--- config.mk ---
export PLATFORM = sky130hd
export DESIGN_NAME = time_of_day_counter_flat
export DESIGN_NICKNAME = d
export VERILOG_FILES = /design/src/rtl/time_of_day_counter_if.sv /design/src/rtl/time_of_day_counter.sv /design/src/flat_wrapper.sv
export SDC_FILE = /design/constraint.sdc
export NUM_CORES = 1
export LEC_CHECK = 0
export CAP_MARGIN = 25
export CORE_MARGIN = 2
export CORE_UTILIZATION = 45
export CTS_BUF_LIST = sky130_fd_sc_hd__clkbuf_8
export DETAILED_ROUTE_END_ITERATION = 10
export PLACE_DENSITY = 0.7
export SYNTH_ARGS = -nofsm -noshare
export SYNTH_HDL_FRONTEND = slang
export SYNTH_SLANG_ARGS = --single-unit
--- constraint.sdc ---
create_clock -name clk -period 5.95 [get_ports clk]
set_input_delay 0.595 -clock clk [delete_from_list [all_inputs] [get_ports clk]]
set_output_delay 0.595 -clock clk [all_outputs]
set_load 0.02 [all_outputs]
--- src/rtl/time_of_day_counter_if.sv ---
// Key/edit inputs and time outputs of the time-of-day counter.
// The master side drives keys and edit selection; the slave side is the counter.
interface time_of_day_counter_if;
    logic       KeyPlus;
    logic       KeyMinus;
    logic       EditMode;
    logic [2:0] EditPos;
    logic [1:0] screen;
    logic [4:0] hours;
    logic [5:0] minutes;
    logic [5:0] seconds;
    logic       ClkDay;

    modport master (
        output KeyPlus, KeyMinus, EditMode, EditPos, screen,
        input  hours, minutes, seconds, ClkDay
    );

    modport slave (
        input  KeyPlus, KeyMinus, EditMode, EditPos, screen,
        output hours, minutes, seconds, ClkDay
    );
endinterface

--- src/rtl/time_of_day_counter.sv ---
// Hours/minutes/seconds clock core with a 1 s prescaler, midnight pulse
// and digit-wise key editing on the time screen.
module time_of_day_counter #(
    parameter int unsigned TICK_DIV = 50_000_000
) (
    input  logic                  clk,
    input  logic                  reset,
    time_of_day_counter_if.slave  bus
);

    localparam int unsigned PW = (TICK_DIV > 2) ? $clog2(TICK_DIV) : 1;

    typedef enum logic [1:0] {
        PEND_NONE = 2'd0,
        PEND_INC  = 2'd1,
        PEND_DEC  = 2'd2
    } pend_e;

    pend_e          pend_q, pend_d;
    logic [PW-1:0]  presc_q, presc_d;
    logic [4:0]     hours_q, hours_d;
    logic [5:0]     minutes_q, minutes_d;
    logic [5:0]     seconds_q, seconds_d;
    logic           clkday_q, clkday_d;

    logic           tick_c;
    logic           edit_ok_c;
    logic           apply_c;
    logic           apply_inc_c;

    // Minutes/seconds digit edit: wraps within the digit, no carry into the next field.
    function automatic logic [5:0] ms_edit(input logic [5:0] f, input logic units, input logic inc);
        logic [5:0] u;
        logic [5:0] r;
        u = f % 6'd10;
        if (units) begin
            if (inc) r = (u == 6'd9) ? f - 6'd9 : f + 6'd1;
            else     r = (u == 6'd0) ? f + 6'd9 : f - 6'd1;
        end else begin
            if (inc) r = (f >= 6'd50) ? f - 6'd50 : f + 6'd10;
            else     r = (f <  6'd10) ? f + 6'd50 : f - 6'd10;
        end
        return r;
    endfunction

    // Hours digit edit, clamped so the result always stays within 0..23.
    function automatic logic [4:0] hr_edit(input logic [4:0] h, input logic units, input logic inc);
        logic [4:0] u;
        logic [4:0] t;
        logic [4:0] r;
        u = h % 5'd10;
        t = h / 5'd10;
        if (units) begin
            if (inc) r = (u == 5'd9 || h == 5'd23) ? h - u : h + 5'd1;
            else     r = (u == 5'd0) ? ((t == 5'd2) ? h + 5'd3 : h + 5'd9) : h - 5'd1;
        end else begin
            if (inc) r = (h >= 5'd20) ? h - 5'd20 : ((h + 5'd10 > 5'd23) ? 5'd23 : h + 5'd10);
            else     r = (h <  5'd10) ? ((h + 5'd20 > 5'd23) ? 5'd23 : h + 5'd20) : h - 5'd10;
        end
        return r;
    endfunction

    assign tick_c    = !bus.EditMode && (presc_q == PW'(TICK_DIV - 1));
    assign edit_ok_c = bus.EditMode && (bus.screen == 2'd0) && (bus.EditPos <= 3'd5);

    always_ff @(posedge clk or negedge reset) begin
        if (!reset) begin
            pend_q    <= PEND_NONE;
            presc_q   <= '0;
            hours_q   <= 5'd12;
            minutes_q <= 6'd0;
            seconds_q <= 6'd0;
            clkday_q  <= 1'b0;
        end else begin
            pend_q    <= pend_d;
            presc_q   <= presc_d;
            hours_q   <= hours_d;
            minutes_q <= minutes_d;
            seconds_q <= seconds_d;
            clkday_q  <= clkday_d;
        end
    end

    // Pending-edit FSM: latch the key while held, apply once on release.
    always_comb begin
        pend_d      = pend_q;
        apply_c     = 1'b0;
        apply_inc_c = 1'b0;
        if (!bus.KeyPlus) begin
            pend_d = edit_ok_c ? PEND_INC : PEND_NONE;
        end else if (!bus.KeyMinus) begin
            pend_d = edit_ok_c ? PEND_DEC : PEND_NONE;
        end else begin
            apply_c     = edit_ok_c && (pend_q != PEND_NONE);
            apply_inc_c = (pend_q == PEND_INC);
            pend_d      = PEND_NONE;
        end
    end

    // Time datapath: tick-driven counting or a single digit edit.
    always_comb begin
        presc_d   = presc_q;
        hours_d   = hours_q;
        minutes_d = minutes_q;
        seconds_d = seconds_q;
        clkday_d  = 1'b0;

        if (bus.EditMode || tick_c) presc_d = '0;
        else                        presc_d = presc_q + PW'(1);

        if (tick_c) begin
            if (seconds_q == 6'd59) begin
                seconds_d = 6'd0;
                if (minutes_q == 6'd59) begin
                    minutes_d = 6'd0;
                    if (hours_q == 5'd23) begin
                        hours_d  = 5'd0;
                        clkday_d = 1'b1;
                    end else begin
                        hours_d = hours_q + 5'd1;
                    end
                end else begin
                    minutes_d = minutes_q + 6'd1;
                end
            end else begin
                seconds_d = seconds_q + 6'd1;
            end
        end else if (apply_c) begin
            case (bus.EditPos)
                3'd0:    hours_d   = hr_edit(hours_q, 1'b0, apply_inc_c);
                3'd1:    hours_d   = hr_edit(hours_q, 1'b1, apply_inc_c);
                3'd2:    minutes_d = ms_edit(minutes_q, 1'b0, apply_inc_c);
                3'd3:    minutes_d = ms_edit(minutes_q, 1'b1, apply_inc_c);
                3'd4:    seconds_d = ms_edit(seconds_q, 1'b0, apply_inc_c);
                3'd5:    seconds_d = ms_edit(seconds_q, 1'b1, apply_inc_c);
                default: ;
            endcase
        end
    end

    assign bus.hours   = hours_q;
    assign bus.minutes = minutes_q;
    assign bus.seconds = seconds_q;
    assign bus.ClkDay  = clkday_q;

endmodule

--- src/flat_wrapper.sv ---
// flat-port wrapper written by rule: the top's interface ports become plain ports
module time_of_day_counter_flat 
#(
    parameter int unsigned TICK_DIV = 50_000_000
)
  (clk, reset, bus_KeyPlus, bus_KeyMinus, bus_EditMode, bus_EditPos, bus_screen, bus_hours, bus_minutes, bus_seconds, bus_ClkDay);
  time_of_day_counter_if bus_i ();
  input  logic clk;
  input  logic reset;
  input wire logic [$bits(bus_i.KeyPlus)-1:0] bus_KeyPlus;
  input wire logic [$bits(bus_i.KeyMinus)-1:0] bus_KeyMinus;
  input wire logic [$bits(bus_i.EditMode)-1:0] bus_EditMode;
  input wire logic [$bits(bus_i.EditPos)-1:0] bus_EditPos;
  input wire logic [$bits(bus_i.screen)-1:0] bus_screen;
  output wire logic [$bits(bus_i.hours)-1:0] bus_hours;
  output wire logic [$bits(bus_i.minutes)-1:0] bus_minutes;
  output wire logic [$bits(bus_i.seconds)-1:0] bus_seconds;
  output wire logic [$bits(bus_i.ClkDay)-1:0] bus_ClkDay;
  assign bus_i.KeyPlus = bus_KeyPlus;
  assign bus_i.KeyMinus = bus_KeyMinus;
  assign bus_i.EditMode = bus_EditMode;
  assign bus_i.EditPos = bus_EditPos;
  assign bus_i.screen = bus_screen;
  assign bus_hours = bus_i.hours;
  assign bus_minutes = bus_i.minutes;
  assign bus_seconds = bus_i.seconds;
  assign bus_ClkDay = bus_i.ClkDay;
  time_of_day_counter #(.TICK_DIV(TICK_DIV)) u_core (.clk(clk), .reset(reset), .bus(bus_i));
endmodule
==> summary.txt <==
GRT overflow - 0
Crit path capture type - register
Synth Area in Adders - 11.7%
RSZ-0062 raised after global routing - no
Synth top area cells - dfrtp_1 (20%), ha_1 (10%), xnor2_1 (5.6%), nor2_1 (5.0%), nand2_1 (4.5%)
Register bit total from synthesis - 46
Clk buf depth - 2
Outcome - completed
Post-cts sizing count - 0
Worst r2r src - u_core.bus.hours[3]
Post-synthesis compound-gate area fraction - 23.3%
Startpoint Class - register
Final WS setup - 0.842 ns
Via count - 5348
Static Leak - 2.38 nW
Share of cells above drive strength 1 - 5.17%
Vias in the first global route - 5178
Main flop type after synthesis - dfrtp_1
Die width - 115 um
DR pass1 iterations - 8
First-pass GRT wire length - 23900 um
Synth top cells by count - nor2_1 (73), nand2_1 (66), a21oi_1 (46), ha_1 (45), dfrtp_1 (44)
Buf/Inv on CP - 2
First DRT Iteration DRCs - 440
R2R setup slack - 0.84 ns
Largest family of logic cells by synthesized area - simple AND/OR/NAND/NOR gates
Post-Syn Area - 0.00550 mm2
Final max-slew violation count - 0
Fmax - 0.196 GHz
Fillers - 1154
Largest net degree at the start of global routing - 39
Library cells used by synthesis - 81
Cell mode on critical path - ha_1
Yosys top cell by area - dfrtp_1
# diodes - 0
# hold bufs at CTS - 0
Worst-Margin Slew - 0.940 ns
Final clock skew - 0.0132 ns
Clk slew on worst S/H paths - 0.11 ns
Synth top area share - 20.0%
Cell count after placement - 855
CP Launch Point - u_core.bus.hours[3]
Initial core utilization - 46.0%
Sequential cell area - 0.00115 mm2
DR WL met2 - 7060 um
Core Region - 0.0120 mm2
Post-Place Worst Slack - 0.879 ns
# H-tree levels - 2
Die area - 0.0131 mm2
Multi-input logic area - 0.00406 mm2
Simple-gate area share of the yosys netlist - 26.3%
Post-synth EDFFs - 0
Maxcap violations - 0
Synthesized instance count - 720
Met1 Wirelength - 6250 um
TritonCTS clock tree - yes
Crit Path Class - reg2reg
CTS buffer count - 5
CP delay by family, top - adder cells
Final Hold Vio Count - 0
Final Cell Area - 0.00591 mm2
Post-CTS Setup Bufs - 0
Layout Nets - 773
Sequential-to-total area share from yosys stat - 21.0%
Antenna violations before repair - 0
Worst reg2reg path endpoint - u_core.bus.hours[4]
Total power - 0.934 mW
Worst-path cell chain - inv_1 > ha_1 > o21ai_4 > xnor2_2 > inv_2 > ha_1 > nor3_1 > o21ai_0 > ha_1 > nand2_1 > nor4b_2 > o21ai_0 > fa_1 > a21o_1 > a21oi_1 > xnor2_1 > nand2_1 > o21ai_1 > or4_1 > nand3b_1
Post-synth ARST share - 100%
Slowest-stage cell, CP - dfstp_2
Pwr dens - 158 mW/mm2
Req. time, crit path - 6.19 ns
Final Instance Count excl. Fillers - 863
WL/cell - 16.3 um
Clock root cell - clkbuf_8
RePlAce Congestion - 0.891
IO Port Bufs - 27
Uppermost layer routed - met4
WL met3 - 529 um
Wirelength, routed - 14000 um
Crit-path max cell delay - 0.72 ns
Worst-case reg-to-reg path depth - 20
Mapped Avg Cell Area - 7.64 um2
Most frequent cell after synthesis - nor2_1
TNS Setup - 0 ns
Syn_nets - 778
Clk sinks - 46
Detailed placement HPWL - 10200 um
I/O pin cnt - 28
Core Rows - 40
Synth warn - 0
Clk Latency, worst-skew pair - 0.31 ns
Mux contribution to synthesized area - 3.50%
Dpl cell area - 0.00581 mm2
Via-per-instance ratio - 6.20
Synth Area in XOR/XNOR - 8.89%
VDD IR-drop max - 100 uV
# setup viols final - 0
Worst rel slew slack - 37.3%
Die H - 115 um
Fin util - 49.4%
WHS - 0.262 ns
CP arrival - 5.35 ns
GRT Util Overall - 21.8%
CP max FO - 13
Period utilization - 85.8%
Min-delay worst type - in2async
P&R area growth vs syn - 7.37%
Number of remaining DRC errors - 0
Tmin final - 5.11 ns
Post-route ant nets - 0
## flip-flops by register name, indices dropped and copies added (netlist names)
| signal | flops |
|---|---|
| u_core.bus.seconds | 6 |
| u_core.presc_q | 26 |
| u_core.bus.hours | 5 |
| u_core.bus.minutes | 6 |
| u_core.pend_q | 2 |
| u_core.bus.ClkDay | 1 |
## layout make-up
cell class                 count  area share (%)
inverter                      29            1.84
clock inverter                 3           0.487
clock buffer                   5            1.16
sequential                    46            19.5
multi-input combinational    602            68.7
timing repair buffer          31            5.21
tap                          147            3.11
## kinds of logic (layout without fill, tap and decap cells)
| kind of cell | Yosys count | in the layout |
|---|---|---|
| muxes | 19 | 19 |
| buffers and inverters | 72 | 68 |
| AOI/OAI and AO/OA | 193 | 193 |
| xor gates and xnor gates | 55 | 55 |
| DFF | 46 | 46 |
| adders and majority gates | 50 | 50 |
| and+or+nand+nor | 285 | 285 |
## how the worst max path moves through the flow
stage	end	slack, ns	cells after the start
final	u_core.bus.hours[4]	0.84	20
after global routing	u_core.bus.hours[4]	0.46	20
after CTS	u_core.bus.hours[4]	0.83	20
after detailed placement	u_core.bus.hours[4]	0.88	20
after global placement	u_core.bus.hours[4]	1.18	20
after floorplan	u_core.bus.hours[4]	1.45	22
## layout by cell type, fill, tap and decap left out, types with 12 or more instances in the layout
master / n
a21oi_1: 46
and3_1: 12
clkdlybuf4s50_1: 26
dfrtp_1: 44
ha_1: 45
inv_1: 26
mux2i_1: 17
nand2_1: 66
nand3_1: 31
nor2_1: 73
nor3_1: 23
o21ai_0: 42
xnor2_1: 35
xor2_1: 19
## layer usage
metal | up-vias | global-route usage (%)
met5 | - | 0
met4 | 0 | 6.02
met3 | 20 | 1.85
met2 | 153 | 38.9
met1 | 2573 | 28.1
li1 | 2602 | -
## power by group
part | total [mW] | switching [mW] | internal (mW)
registers | 0.367 | 0.0467 | 0.320
clock network | 0.212 | 0.124 | 0.0881
logic | 0.355 | 0.196 | 0.159
total | 0.934 | 0.367 | 0.567
Note: power is estimated with default switching activity, not from simulation.
==> variant (config.mk and constraints unchanged) <==
`TICK_DIV` is set to 50_000_000 in 2 places; all go to 100_000_000.
--- a/src/rtl/time_of_day_counter.sv
+++ b/src/rtl/time_of_day_counter.sv
@@ -1,7 +1,7 @@
 // Hours/minutes/seconds clock core with a 1 s prescaler, midnight pulse
 // and digit-wise key editing on the time screen.
 module time_of_day_counter #(
-    parameter int unsigned TICK_DIV = 50_000_000
+    parameter int unsigned TICK_DIV = 100_000_000
 ) (
     input  logic                  clk,
     input  logic                  reset,
--- a/src/flat_wrapper.sv
+++ b/src/flat_wrapper.sv
@@ -1,7 +1,7 @@
 // flat-port wrapper written by rule: the top's interface ports become plain ports
 module time_of_day_counter_flat 
 #(
-    parameter int unsigned TICK_DIV = 50_000_000
+    parameter int unsigned TICK_DIV = 100_000_000
 )
   (clk, reset, bus_KeyPlus, bus_KeyMinus, bus_EditMode, bus_EditPos, bus_screen, bus_hours, bus_minutes, bus_seconds, bus_ClkDay);
   time_of_day_counter_if bus_i ();
Function: no difference found for any inputs over 4 cycles, from zero or initial values and one cycle with reset low; that may be too few to reach the edited logic, so the function may still have changed.
==> variant against the unedited design <==
Sequential cell count grew 1. Area after synthesis shrank 0.11%. Cell area is 0.55% higher. Die area shrank 0.11%. Clock skew down 0.0022 ns. Setup slack improved by 0.020 ns. Power grew 26%. Routed wire length is 5.2% higher. Critical endpoint unchanged.
==> variant: results <==
[critical_path]
critPathMaxFanout = 15
arrival_ns = 5.26
worst_path_dominant_cell_family = "compound AO/OA/AOI/OAI gates"
r2r_setup_slack_ns = 0.86
ff2ff_path_depth = 19

[status]
status = "completed"

[layout]
nMultiInputCombCells = 605
largest_register_ff_count = 27
areaGrowthSynthToFinish_pct = 8.08
buffers_excl_clock = 33
num-fill-cells = 1137
drive_gt1_frac = 0.0349
nonClkBufAreaFrac = 0.0543
num-nonclk-inverters = 23
multiInputGateArea_um2 = 4050

[detailed_routing]
drt_first_pass_iters = 5
via_count = 5454
drt-met1-wl_mm = 6.81
met3_length_um = 737
drtIter0Drc = 426
wl_met2_mm = 7.03
wl_mm = 14.8

[pwr]
vdd_drop_max_v = 0.000113
p_leak_nw = 2.35
combPwrFrac = 0.465
seq_power_share = 0.325

[synthesis]
yosys-top-cells-area = "dfrtp_1, ha_1, a21oi_1"
seq_area_frac_synth = 0.214
syn_nets = 779
ys_ff_latch = 47
synth_ff_type = "dfrtp_1"
postSynth.asyncResetShare = 1.00

[global_routing]
grt_util_met1 = 0.318
use_met3 = 0.0228
track_usage = 0.223
grt_pass1_wl_mm = 24.5
grt_max_degree = 31
use_met2 = 0.365
grt_pass1_vias = 5014

[place]
postPlaceCellArea_um2 = 5830
pre_cts_ws_ns = 0.965
gp_congestion = 0.878
dp_hpwl_mm = 10.6

[timing]
timing.slew.headroom = 0.459
clock_skew_ns = 0.0111
final.min_clock_period_ns = 5.09
## variant: changes by cell type in the layout (fill, tap and decap cells not counted), sizes merged, moves of 7 or more
cell	delta
a21oi	+8
inv	-7
xnor2	-9
xor2	+7
o21ai	+10
nand2	-16
## variant: kinds of logic (layout without fill, tap and decap cells)
logic type / Yosys count / count (layout) / synth area share
adders and majority gates: 49 / 49 / 0.115
muxes: 18 / 18 / 0.0335
AOI/OAI and AO/OA: 216 / 216 / 0.252
DFF: 47 / 47 / 0.214
xor gates and xnor gates: 53 / 53 / 0.0845
and+or+nand+nor: 269 / 269 / 0.250
buffers and inverters: 69 / 64 / 0.0501
## variant: stage by stage
step / utilization / hold slack, ns
2_1_floorplan: - / 0.299
3_3_place_gp: 0.485 / 0.470
3_5_place_dp: 0.487 / 0.481
4_1_cts: 0.497 / 0.215
5_1_grt: 0.497 / 0.230
6_report: 0.497 / 0.213
